===== src/rtl/keypad_entry_scanner.sv =====
// keypad_entry_scanner: 4x4 hex keypad column scanner with settle/sample timing,
// full-matrix debounce, single-key press events, a shift-in hex entry buffer,
// committed operand registers and a registered active-low 7-segment image of the entry.
module keypad_entry_scanner #(
   parameter int SCAN_TICKS     = 100000,
   parameter int SETTLE_TICKS   = 8,
   parameter int DEBOUNCE_SCANS = 4,
   parameter int NUM_DIGITS     = 4,
   parameter int NUM_OPERANDS   = 2,
   localparam int OPW  = 4 * NUM_DIGITS,
   localparam int SELW = (NUM_OPERANDS > 1) ? $clog2(NUM_OPERANDS) : 1,
   localparam int CNTW = $clog2(NUM_DIGITS + 1)
) (
   input  logic                          clk,
   input  logic                          rst,
   input  logic [3:0]                    row,
   output logic [3:0]                    col,
   input  logic                          clear,
   input  logic                          commit,
   input  logic [SELW-1:0]               op_sel,
   output logic                          key_valid,
   output logic [3:0]                    key_code,
   output logic [OPW-1:0]                entry,
   output logic [CNTW-1:0]               entry_count,
   output logic [NUM_OPERANDS*OPW-1:0]   operands,
   output logic [8*NUM_DIGITS-1:0]       seg_n
);

   localparam int TW = (SCAN_TICKS > 1) ? $clog2(SCAN_TICKS) : 1;
   localparam int SW = $clog2(DEBOUNCE_SCANS + 1);
   localparam logic [TW-1:0]   TICK_LAST   = TW'(SCAN_TICKS - 1);
   localparam logic [TW-1:0]   TICK_SAMPLE = TW'(SETTLE_TICKS);
   localparam logic [SW-1:0]   STABLE_MAX  = SW'(DEBOUNCE_SCANS);
   localparam logic [CNTW-1:0] COUNT_MAX   = CNTW'(NUM_DIGITS);
   localparam logic [31:0]     NUM_OPS_U   = 32'(NUM_OPERANDS);
   // Hex code of matrix bit b (b = 4*column + row, row 3 = R1) at nibble b.
   localparam logic [63:0]     KEY_MAP     = 64'hABCD_369E_2580_147F;

   logic [TW-1:0]   tick_q, tick_d;
   logic [1:0]      col_idx_q, col_idx_d;
   logic [15:0]     raw_q, raw_d, prev_q, prev_d, deb_q, deb_d;
   logic [SW-1:0]   stable_q, stable_d;
   logic            key_valid_q, key_valid_d;
   logic [3:0]      key_code_q, key_code_d;
   logic [OPW-1:0]  entry_q, entry_d;
   logic [CNTW-1:0] count_q, count_d;
   logic [NUM_OPERANDS-1:0][OPW-1:0] operands_q, operands_d;
   logic [8*NUM_DIGITS-1:0] seg_q, seg_d;

   logic            sample, scan_end, commit_ok;
   logic [15:0]     raw_sampled;

   function automatic logic [3:0] key_encode(input logic [15:0] m);
      logic [3:0] code;
      code = 4'h0;
      for (int b = 0; b < 16; b++) begin
         if (m[b]) code = code | KEY_MAP[4*b +: 4];
      end
      return code;
   endfunction

   function automatic logic is_onehot(input logic [15:0] m);
      return (m != 16'd0) && ((m & (m - 16'd1)) == 16'd0);
   endfunction

   function automatic logic [6:0] hex_font(input logic [3:0] d);
      logic [6:0] f;
      case (d)
         4'h0: f = 7'h3F;  4'h1: f = 7'h06;  4'h2: f = 7'h5B;  4'h3: f = 7'h4F;
         4'h4: f = 7'h66;  4'h5: f = 7'h6D;  4'h6: f = 7'h7D;  4'h7: f = 7'h07;
         4'h8: f = 7'h7F;  4'h9: f = 7'h6F;  4'hA: f = 7'h77;  4'hB: f = 7'h7C;
         4'hC: f = 7'h39;  4'hD: f = 7'h5E;  4'hE: f = 7'h79;  default: f = 7'h71;
      endcase
      return f;
   endfunction

   // Column timing, row capture and end-of-scan debounce / press-event detection.
   always_comb begin
      // NOTE: every combinational output is given a default first so no path infers a latch.
      sample      = (tick_q == TICK_SAMPLE);
      scan_end    = sample && (col_idx_q == 2'd3);
      tick_d      = (tick_q == TICK_LAST) ? '0 : tick_q + TW'(1);
      col_idx_d   = (tick_q == TICK_LAST) ? col_idx_q + 2'd1 : col_idx_q;
      raw_sampled = raw_q;
      if (sample) raw_sampled[{col_idx_q, 2'b00} +: 4] = ~row;
      raw_d       = raw_sampled;
      prev_d      = prev_q;
      stable_d    = stable_q;
      deb_d       = deb_q;
      key_valid_d = 1'b0;
      key_code_d  = key_code_q;
      if (scan_end) begin
         prev_d   = raw_sampled;
         stable_d = (raw_sampled == prev_q)
                  ? ((stable_q == STABLE_MAX) ? stable_q : stable_q + SW'(1))
                  : '0;
         if (stable_d == STABLE_MAX) begin
            deb_d = raw_sampled;
            // A press event needs a released matrix before and exactly one key now.
            if ((deb_q == 16'd0) && is_onehot(raw_sampled)) begin
               key_valid_d = 1'b1;
               key_code_d  = key_encode(raw_sampled);
            end
         end
      end
   end

   // Entry buffer and operand registers; clear beats commit beats the key.
   always_comb begin
      entry_d    = entry_q;
      count_d    = count_q;
      operands_d = operands_q;
      commit_ok  = commit && (32'(op_sel) < NUM_OPS_U);
      if (clear) begin
         entry_d = '0;
         count_d = '0;
      end else if (commit_ok) begin
         operands_d[op_sel] = entry_q;
         entry_d = key_valid_q ? OPW'(key_code_q) : '0;
         count_d = key_valid_q ? CNTW'(1) : '0;
      end else if (key_valid_q) begin
         entry_d = (entry_q << 4) | OPW'(key_code_q);
         count_d = (count_q == COUNT_MAX) ? count_q : count_q + CNTW'(1);
      end
   end

   // Display image: font of each valid digit, blank (all segments off) otherwise.
   always_comb begin
      seg_d = '1;
      for (int i = 0; i < NUM_DIGITS; i++) begin
         if (CNTW'(i) < count_q) seg_d[8*i +: 8] = ~{1'b0, hex_font(entry_q[4*i +: 4])};
      end
   end

   // State registers with synchronous reset.
   always_ff @(posedge clk) begin
      if (rst) begin
         tick_q      <= '0;
         col_idx_q   <= '0;
         raw_q       <= '0;
         prev_q      <= '0;
         deb_q       <= '0;
         stable_q    <= '0;
         key_valid_q <= 1'b0;
         key_code_q  <= 4'h0;
         entry_q     <= '0;
         count_q     <= '0;
         // NOTE: operand registers are cleared by reset since downstream logic may read them at once.
         operands_q  <= '0;
         seg_q       <= '1;
      end else begin
         // NOTE: non-blocking assignments so every register samples pre-edge values.
         tick_q      <= tick_d;
         col_idx_q   <= col_idx_d;
         raw_q       <= raw_d;
         prev_q      <= prev_d;
         deb_q       <= deb_d;
         stable_q    <= stable_d;
         key_valid_q <= key_valid_d;
         key_code_q  <= key_code_d;
         entry_q     <= entry_d;
         count_q     <= count_d;
         operands_q  <= operands_d;
         seg_q       <= seg_d;
      end
   end

   assign col         = ~(4'b1000 >> col_idx_q);
   assign key_valid   = key_valid_q;
   assign key_code    = key_code_q;
   assign entry       = entry_q;
   assign entry_count = count_q;
   assign operands    = operands_q;
   assign seg_n       = seg_q;

endmodule


===== config.mk =====
export PLATFORM = sky130hd
export DESIGN_NAME = keypad_entry_scanner
export DESIGN_NICKNAME = d
export VERILOG_FILES = /design/src/rtl/keypad_entry_scanner.sv
export SDC_FILE = /design/constraint.sdc
export NUM_CORES = 1
export LEC_CHECK = 0
export ABC_CLOCK_PERIOD_IN_PS = 8700
export CAP_MARGIN = 0
export CORE_MARGIN = 2
export CORE_UTILIZATION = 35
export CTS_CLUSTER_DIAMETER = 80
export DETAILED_ROUTE_END_ITERATION = 8
export GPL_ROUTABILITY_DRIVEN = 0
export GPL_TIMING_DRIVEN = 0
export HOLD_SLACK_MARGIN = 0.08
export PLACE_DENSITY_LB_ADDON = 0.2
export SYNTH_ARGS = -nofsm -noshare
export SYNTH_HDL_FRONTEND = slang
export SYNTH_SLANG_ARGS = --single-unit

===== constraint.sdc =====
create_clock -name clk -period 8.7 [get_ports clk]
set_clock_uncertainty 0.2 [all_clocks]
set_input_delay 1.74 -clock clk [delete_from_list [all_inputs] [get_ports clk]]
set_output_delay 1.74 -clock clk [all_outputs]
set_load 0.01 [all_outputs]

# Word-level counts from Yosys, hierarchy flattened
# Memories as Yosys holds them, arrays and structs flattened. A register that Yosys moved wholly into a read port is not among the register bits.
# Cells that the tools add are included.
# W data, S select, Z words.
word_totals:
  register_bits: 158
  rom_bits: 448
  in_bits: 9
  output_inout_bits: 92
  wordCells: 119
  mem_count: 4
op_classes:
  addsub: 6
  order_cmp: 6
  eq_ne: 8
  n_shift: 3
  mux: 42
  bitwise: 15
  reduce_logical: 19
memory_table:
  columns: ["memory", "words", "width", "rd", "rd_clocked_by_memory_dff", "write_ports", "line", "rtl"]
  rows:
  - ["(name not given)", 16, 7, 1, 1, 0, "68", "case (d)"]
  - ["(name not given)", 16, 7, 1, 1, 0, "68", null]
  - ["(name not given)", 16, 7, 1, 1, 0, "68", null]
  - ["(name not given)", 16, 7, 1, 1, 0, "68", null]
op_table:
  columns: ["cell", "n"]
  rows:
  - ["$mux W4", 17]
  - ["$mux W16", 4]
  - ["$bwmux W32", 1]
  - ["$logic_not A16 Y1", 2]
  - ["$not A7 Y8", 4]
  - ["$mux W7", 4]
  - ["$mux W3", 9]
  - ["$add A17 B1 Y17 const B", 1]
  - ["$eq A17 B17 Y1 const B", 1]
  - ["$eq A17 B4 Y1 const B", 1]
  - ["$and A16 B16 Y16", 1]
  - ["$bwmux W16", 1]
  - ["$demux W16 S1", 1]
  - ["$eq A16 B16 Y1", 1]
  - ["$or A16 B4 Y16", 1]
  - ["$reduce_bool A16 Y1", 1]
  - ["$shift A4 B6 Y16 const A", 1]
  - ["$shiftx A4 B6 Y16", 1]
  - ["$sub A16 B1 Y16 const B", 1]
  - ["$reduce_or A2 Y1", 6]
  - ["$eq A3 B3 Y1 const B", 3]
  - ["$not A4 Y4", 2]
  - ["$not A1 Y1", 7]
  - ["$add A3 B1 Y3 const B", 2]
  - ["other kinds (16)", 26]

# Longest topological paths before layout
logic_depth:
  depth_word: 19
  ltp_mapped: 15
  mapped_depth_nobuf: 11

# Least setup slack after synthesis
# OpenSTA, ideal clock, no wires.
synth_path:
  path_kind: "input-to-reg"
  start: "in row[3]"
  end: "reg deb_q[3]"
  setup_ps: 70
  t_arrival_ps: 4299
  t_required_ps: 8430
  slack_ps: 4131
  stages: 12
  path_buffers: 4
  cell_sequence: "clkbuf_1 clkbuf_1 a21oi_1 o32ai_1 nand3_1 a221oi_1 nand4_2 or4_1 buf_2 buf_6 or2_0 a21oi_1"
synth_via:
  elab_chain_cells: 8
synth_rtl:
  columns: ["item", "line", "rtl"]
  rows:
  - ["start, declared", "16", "input logic [3:0] row,"]
  - ["$not A4 Y4 *", "85", "if (sample) raw_sampled[{col_idx_q, 2'b00} +: 4] = ~row;"]
  - ["$shiftx A4 B6 Y16 *", "85", null]
  - ["$bwmux W16 *", "85", null]
  - ["$mux W16 *", "85", null]
  - ["$eq A16 B16 Y1", "94", "stable_d = (raw_sampled == prev_q)"]
  - ["$mux W3", "95", "? ((stable_q == STABLE_MAX) ? stable_q : stable_q + SW'(1))"]
  - ["$eq A3 B3 Y1", "97", "if (stable_d == STABLE_MAX) begin"]
  - ["$reduce_and A2 Y1 (no line)", null, null]
  - ["end signal, assigned", "142", "deb_q <= '0;"]
  - ["end signal, assigned", "157", "deb_q <= deb_d;"]
  - ["end, declared", "41", "logic [15:0] raw_q, raw_d, prev_q, prev_d, deb_q, deb_d;"]
# Every way passes the cells marked *; elsewhere a longest branch is shown, timed or not.
# A chain may end at the register's enable or synchronous reset.

# Worst setup path after layout
layout_path:
  start: "in row[2]"
  end: "reg deb_q[15]"
# Same word-level chain as after synthesis.

==> summary.txt <==
Synthesis
  – Syn avg cell area: 8.207 sq um
  – Largest cells by area after synthesis: dfxtp_1 42%, nand2_1 7.7%, a21oi_1 6.4%
  – Cell area after synthesis: 8683 sq um
  – Syn Inst Count: 1058
  – Post-synthesis sequential area ratio: 41.96%
  – Synth Flop Type: dfxtp_1
  – Yosys top cell by area: dfxtp_1
  – Number of synthesized register bits: 182
  – Syn. warnings: 0
  – Ys async rst share: 0%
  – EDFF count, synth: 0
  – Yosys top cell area share: 41.96%
  – Synth cell types: 77

Global route
  – GRT Residual Overflow: 0
  – Total Routing Usage GR: 19.74%
  – Met3 Resource Use GR: 6.061%
  – Grt met1 use: 26.16%
  – Largest net degree at the start of global routing: 19
  – Initial antenna violation count: 1
  – Number of global-route vias before repair: 7530
  – Met2 Use GR: 30.83%
  – Grt peak-use layer: met2
  – First-pass GRT wire length: 40.63 mm

Power and ir drop
  – P per Cell Area: 157.8 nW/um^2
  – Leak: 0.003961 uW
  – VDD IR max: 0.1132 mV

Place
  – DP HPWL: 18.73 mm
  – Placed Area: 10020 sq um
  – I/O Buffers: 92

Critical path
  – CP max-delay cell: clkdlybuf4s50_1
  – Startpoint types: input port
  – Crit path kind: in2reg
  – Cell chain of the critical path: clkdlybuf4s50_1, clkbuf_1, nor4bb_1, a31oi_1, o32ai_1, nand3_1, a221oi_1, nand4_2, or4_1, buf_2, clkbuf_1, nand2_1, a21oi_1
  – Crit path largest cell delay: 0.66 ns
  – CP most frequent cell: clkbuf_1
  – Critical path endpoint category: flop
  – Max FO, Critical Path: 10
  – Required time worst endpoint: 8.78 ns
  – Crit path DAT: 5.41 ns

Route
  – Vias/cell: 5.175
  – Drt total wl: 25.48 mm
  – Wire per inst: 16.88 um
  – 1st-iter DRT viols: 592
  – 1st-pass router iterations: 5
  – DRC Markers: 0
  – Via Count: 7809
  – Post-route antenna net violation count: 0

Min path
  – Hold Crit Class: reg2reg

Layout
  – Final Util: 43.67%
  – Commonest cells after routing, fill and taps aside: 182 x dfxtp_1, 177 x nand2_1, 120 x nor2_1
  – Area growth syn-to-layout: 22.31%
  – Final Cell Area: 10620 sq um
  – Nets: 1220
  – Most common cell after layout, fill and taps aside: dfxtp_1
  – Share of layout cells above drive strength 1: 6.667%
  – Antenna diode count: 0
  – Layout fillers: 2439

Timing
  – Hold Worst Slack: 0.1646 ns
  – RSZ-0062 raised after global routing: no
  – Slew Limit Fails: 0
  – Final Critical Period: 5.325 ns
  – Setup violators final: 0
  – Slew Limit Headroom: 37.92%
  – Total negative setup slack: 0 ns
  – Slew of the pin with the lowest slew margin: 0.9292 ns
  – Final period util: 61.21%
  – Hold Vio Cnt, Final: 0
  – Fmax: 187.8 MHz

Floorplanning
  – Die X: 161.5 um
  – # IOs: 101
  – Standard-cell rows: 57
  – Die Area: 26090 sq um
  – Core Area: 24320 sq um
  – Starting Density: 35.71%
  – Die span in y: 161.5 um

Clock network
  – Clk sinks: 182
  – CTS Buffer Depth: 2
  – Clock-pin slew on the worst setup and hold paths: 0.07 ns
  – Skew-Pair Late Insertion Delay: 0.44 ns
  – Max H-tree Level: 4
  – CTS Buf Count: 17
  – Root Buffer: clkbuf_16
  – CTS tree: done
  – Post-CTS sizing: 0
  – Hold_buf cts: 0
  – Post-CTS setup buffer count: 0

Flow run
  – Max-cap viol count: 0

Outcome
  – Status: finished, final reports clean
==> worst paths after layout <==
check | from | end | slack (ns) | cells past startpoint
min reg2reg | flop | seg_n[12]$_SDFF_PP1_ | 0.16 | 1
min | flop | seg_n[12]$_SDFF_PP1_ | 0.16 | 1
max reg2reg | col_idx_q[0]$_SDFFE_PP0P_ | deb_q[15]$_SDFFE_PP0P_ | 4.17 | 15
max | row[2] | deb_q[15]$_SDFFE_PP0P_ | 3.37 | 13
==> logic make-up (layout without fill, tap and decap cells) <==
kind of cell	Yosys count	count (layout)	synth area share [%]
buffers and inverters	95	219	4.582
AOI/OAI and AO/OA	210	210	14.08
muxes	37	37	4.668
and+or+nand+nor	463	463	25.85
DFF	182	182	41.96
xor gates and xnor gates	26	26	2.622
adders and majority gates	44	44	6.196
other	1	4	0.04319
==> final cells by class <==
cell class	instances	area, sq um	share of cell area (%)
Multi-Input combinational cell	784	4653	43.81
Sequential cell	182	3643	34.31
Timing Repair Buffer	92	920.9	8.671
Clock buffer	19	442.9	4.171
Tap cell	324	405.4	3.817
Buffer	58	259.0	2.439
Clock inverter	13	156.4	1.473
Inverter	37	138.9	1.308
==> where the power goes <==
part / switching (uW) / leakage, uW / internal [uW]
Clock: 370 / 0.000290 / 418
Combinational: 39.3 / 0.00220 / 13.6
Sequential: 1.60 / 0.00147 / 833
==> synth_stat cells (6+ instances only) <==
| master | number |
|---|---|
| nand4_1 | 14 |
| and3_1 | 10 |
| clkbuf_1 | 39 |
| inv_1 | 37 |
| a21oi_1 | 111 |
| nor2b_1 | 8 |
| nand2_1 | 177 |
| buf_2 | 6 |
| or2_0 | 6 |
| nor2_1 | 120 |
| o21ai_0 | 42 |
| dfxtp_1 | 182 |
| nand3_1 | 27 |
| nor4_1 | 10 |
| xnor2_1 | 14 |
| mux2i_1 | 21 |
| and2_1 | 6 |
| nor3_1 | 19 |
| xor2_1 | 12 |
| ha_1 | 39 |
| a31oi_1 | 6 |
| nor3b_1 | 9 |
| buf_1 | 6 |
| nand2b_1 | 7 |
| or3_1 | 12 |
| a211oi_1 | 12 |
| mux2_2 | 13 |
==> metrics by stage <==
stage / instances / total power, uW / setup slack, ns
final: 1509 / 1676 / 3.375
after global routing: 1509 / 1735 / 3.226
after CTS: 1509 / 1692 / 3.445
after detailed placement: 1477 / 906.7 / 2.999
after global placement: 1477 / 906.6 / 3.017
after floorplan: 1061 / 886.4 / 4.131
==> critical path, delay by kind of cell <==
family                 cells  cell delay, ns
buffers and inverters      4            1.48
AO/OA/AOI/OAI              4            0.69
AND/OR/NAND/NOR            5            1.48
==> layer usage <==
metal | vias up | share of wire (%)
met4 | 0 | 2.1
met2 | 197 | 44
li1 | 3845 | -
met1 | 3722 | 47
met3 | 45 | 6.6
met5 | - | 0
Power figures use the tool's default switching activity.
==> patch 1, RTL diff (same flow settings) <==
Set the parameter `DEBOUNCE_SCANS` to 8 (it was 4).
--- a/src/rtl/keypad_entry_scanner.sv
+++ b/src/rtl/keypad_entry_scanner.sv
@@ -4,7 +4,7 @@
 module keypad_entry_scanner #(
    parameter int SCAN_TICKS     = 100000,
    parameter int SETTLE_TICKS   = 8,
-   parameter int DEBOUNCE_SCANS = 4,
+   parameter int DEBOUNCE_SCANS = 8,
    parameter int NUM_DIGITS     = 4,
    parameter int NUM_OPERANDS   = 2,
    localparam int OPW  = 4 * NUM_DIGITS,
Formal check against the unedited RTL: same outputs for any inputs over 4 cycles, from zero or initial values and one cycle with rst high; that may be too few to reach the edited logic, so the function may still have changed.
==> patch 1 against the unedited design <==
- sequential cell count grew 1
- highest routed layer unchanged
- worst setup slack gained 0.46 ns
- non-clock buffer count shrank 6
- wire length is 0.40% higher
- area after synthesis up 0.82%
- power rose by 0.74%
- largest power group unchanged
- design area rose by 1.1%
- critical path depth is 3 lower
- critical path type unchanged
==> patch 1: results (changes against the unedited design) <==
status finished clean; DR vias/cell 5.22 (+0.79%); drt wl/cell 16.8 um (-0.59%); R2R Setup Slk 4.12 ns (-0.05 ns); drt pass-1 iters 6 (+1); Util after Layout 43.9% (+0.24 points); Tot GR Track Use 19.8% (+0.024 points); IO buf count 94 (+2.2%); met1 Use GR 26.6% (+0.48 points); Reg-to-Reg Start col_idx_q[0]$_SDFFE_PP0P_; slew margin rel. 36.9% (-1.0 points); vias in the first global route 7635 (+1.4%); Compound-Gate Fraction of Synth Area 13.9% (-0.17 points); share of cells above drive strength 1 7.00% (+0.33 points); Post-CTS Resized 0 (unchanged); DR vias 7949 (+1.8%); post-placement worst setup slack 3.46 ns (+0.466 ns); Synth Area in Adders 5.57% (-0.62 points); RR Endpoint deb_q[14]$_SDFFE_PP0P_; Final #Nets 1235 (+1.2%); maximum vdd drop 0.101 mV (-11%); grt met2 use 31.5% (+0.72 points); HPWL after DPL 18700 um (-0.15%); met3 usage 4.14% (-1.9 points); Design Power 1.69 mW (+0.74%); cells on worst reg2reg path 12 (-3); Post-Synth XOR/XNOR Area 2.30% (-0.32 points); Seq/Total Area, Yosys 41.8% (-0.11 points); Setup crit start row[1]; Synth top cells by count dfxtp_1 (183), nand2_1 (178), nor2_1 (126), a21oi_1 (111), o21ai_0 (47); P_comb 49.7 uW (-6.0%); initial antenna violation count 0 (-1); post-synthesis mux area share 5.85% (+1.2 points); area post-placement 0.0101 sq mm (+0.91%); Slowest Stage Delay on Critical Path 0.58 ns (-0.08 ns); WP data arrival 4.98 ns (-0.43 ns); fin crit share 56.0% (-5.2 points); first-pass GRT wire length 40900 um (+0.54%); Clock Latency Late Sink around 0.45 ns; Netlist cell types 75 (-2.6%); Placed Cells 1492 (+1.0%); leakage power 4.02 nW (+1.6%); Net Sw Frac 26.1% (+1.6 points)
==> patch 1: cell types whose count changed in the layout (fill, tap and decap cells not counted), moves of 4 or more <==
cell	change
xnor2_1	-9
and2_1	+7
a31o_2	-4
o21ai_0	+5
nand3_1	+6
maj3_1	-5
nor2_1	+6
buf_2	-4
nor3_1	+5
or2_0	-5
xor2_1	+6
mux2i_1	+7
clkinv_8	+5
a211oi_1	-9
==> patch 1: worst max-delay path: cells and delay by family <==
kind                   cells  cell delay (ns)
AND/OR/NAND/NOR            3             0.84
multiplexers               2             0.47
AO/OA/AOI/OAI              2             0.50
buffers and inverters      3             1.42
==> patch 1: worst min path at each step <==
| stage | cells past startpoint | slack, ns | end | startpoint |
|---|---|---|---|---|
| 2_1_floorplan | 1 | 0.14 | seg_n[0]$_SDFF_PP1_ | register |
| 3_3_place_gp | 1 | 0.15 | seg_n[2]$_SDFF_PP1_ | register |
| 6_report | 1 | 0.16 | seg_n[2]$_SDFF_PP1_ | register |
| 5_1_grt | 1 | 0.17 | seg_n[30]$_SDFF_PP1_ | register |
| 4_1_cts | 1 | 0.17 | seg_n[2]$_SDFF_PP1_ | register |
| 3_5_place_dp | 1 | 0.15 | seg_n[2]$_SDFF_PP1_ | register |
==> patch 1: layout make-up <==
class | count | share of cell area [%]
Buffer | 50 | 1.98
Multi-Input combinational cell | 803 | 44.2
Timing Repair Buffer | 94 | 8.76
Clock buffer | 17 | 3.96
Inverter | 38 | 1.33
Clock inverter | 15 | 1.89
Tap cell | 324 | 3.77
Sequential cell | 183 | 34.1
==> patch 1: per-layer routing <==
layer	wire length [um]	vias to the layer above
met5	0	-
met4	517	0
met3	1480	38
met2	11500	233
met1	12100	3758
li1	-	3920
==> patch 2, RTL diff (same flow settings) <==
Made on the original files. Reset style: asynchronous (`rst`), changed in one clocked block. Comments in the files are not updated.
--- a/src/rtl/keypad_entry_scanner.sv
+++ b/src/rtl/keypad_entry_scanner.sv
@@ -133,7 +133,7 @@
    end
 
    // State registers with synchronous reset.
-   always_ff @(posedge clk) begin
+   always_ff @(posedge clk or posedge rst) begin
       if (rst) begin
          tick_q      <= '0;
          col_idx_q   <= '0;
Formal check against the unedited RTL: no difference found for any inputs over 10 cycles, from zero or initial values and one cycle with rst high; that may be too few to reach the edited logic, so the function may still have changed.
==> patch 2 against the unedited design <==
- critical path depth is 3 lower
- sequential cell count decreased by 28
- utilization rose by 0.13 points
- area after synthesis fell by 5.5%
- fmax increased by 7.4%
- wire length shrank 19%
- count of clock-buffer cells in the layout down 2
- combinational power up 1%
- design area is 4.1% lower
- worst setup slack better by 0.37 ns
- hold slack gained 0.11 ns
- power shrank 9.2%
==> patch 2: results (changes against the unedited design) <==
R2R Setup Slk 4.45 ns (+0.28 ns); Placed Cells 1215 (-18%); DR vias/cell 5.06 (-2.2%); Layout clock area frac 5.86% (+0.21 points); Synth top cells by count dfrtp_1 (126), nand2_1 (70), o21ai_0 (60), nor2_1 (59), mux2_2 (49); Fin Hold WS 0.275 ns (+0.111 ns); IO buf count 94 (+2.2%); FF+latch area 0.00389 sq mm (+6.7%); DRT met1 WL 9950 um (-17%); multi-input combinational area share 39.1% (-4.7 points); DR vias 6309 (-19%); inverters 42 (+14%); Async S/R FF share, synth 100% (+100 points); initial antenna violation count 0 (-1); Compound-Gate Fraction of Synth Area 12.3% (-1.8 points); 1st-iter DRT viols 490 (-17%); Netlist cell types 70 (-9.1%); Avg Cell Area, Syn 10.3 sq um (+25%); first-pass GRT wire length 33700 um (-17%); predominant post-synthesis flop cell dfrtp_1; leakage power 4.20 nW (+6.1%); Post-Layout Inst Area 0.0102 sq mm (-4.1%); vias in the first global route 6100 (-19%); Slowest Stage Delay on Critical Path 0.62 ns (-0.04 ns); slew margin rel. 48.5% (+11 points); buffering overhead 11.4% (+0.26 points); WP data arrival 5.07 ns (-0.34 ns); Seq/Total Area, Yosys 47.4% (+5.5 points); WL met3 854 um (-49%); Internal 1.13 mW (-11%); Signal buffers 139 (-7.3%); status finished clean; final worst path period need 4.96 ns (-0.368 ns); share of cells above drive strength 1 15.2% (+8.5 points); Fillers 2295 (-5.9%); Tot GR Track Use 17.4% (-2.3 points); Post-Synth XOR/XNOR Area 2.67% (+0.047 points)
-- patch 2: changes by cell type after synthesis, sizes merged, moves of 12 or more --
cell	before	now
dfxtp	182	0
dfrtp	0	126
nand2	177	70
a21oi	111	27
nor2	120	59
mux2	15	54
dfstp	0	28
o21ai	42	61
o211ai	4	16
-- patch 2: cell families after synthesis --
logic type / after synthesis
buffers and inverters: 86
multiplexers: 84
AO/OA/AOI/OAI: 160
adder cells (fa/ha/maj): 36
other: 1
XOR/XNOR: 25
flip-flops: 154
AND/OR/NAND/NOR: 252
-- patch 2: power groups by stage --
| stage | clock [mW] | sequential [mW] | combinational [mW] |
|---|---|---|---|
| floorplan | 0 | 0.736 | 0.0351 |
| global placement | 0 | 0.737 | 0.0523 |
| detailed placement | 0 | 0.737 | 0.0546 |
| CTS | 0.763 | 0.724 | 0.0548 |
| global route | 0.797 | 0.724 | 0.0611 |
| finish | 0.743 | 0.724 | 0.0536 |
-- patch 2: worst reg2reg max path, delay by kind of cell (launching register included) --
kind,cells,cell delay (ns)
compound gates,3,0.80
fa+ha+maj,1,0.44
buf+inv,3,0.51
flops,1,0.49
mux,1,0.35
simple gates,6,1.35
-- patch 2: path summary, 6_finish.rpt --
| check | endpoint | depth (start not counted) |
|---|---|---|
| max | key_code[0]$_DFFE_PP0P_ | 10 |
| max in group asynchronous | raw_q[2]$_DFF_PP0_ | 3 |
| min in group asynchronous | operands[30]$_DFFE_PP0P_ | 2 |
| min reg2reg | deb_q[15]$_DFFE_PP0P_ | 2 |
| min | deb_q[15]$_DFFE_PP0P_ | 2 |
| max reg2reg | key_code[0]$_DFFE_PP0P_ | 14 |
-- patch 2: per-layer routing --
layer  vias to the layer above  GRT usage [%]
li1                       3048              -
met1                      3087           24.3
met2                       147           27.4
met3                        27           3.33
met4                         0           5.32
met5                         -              0
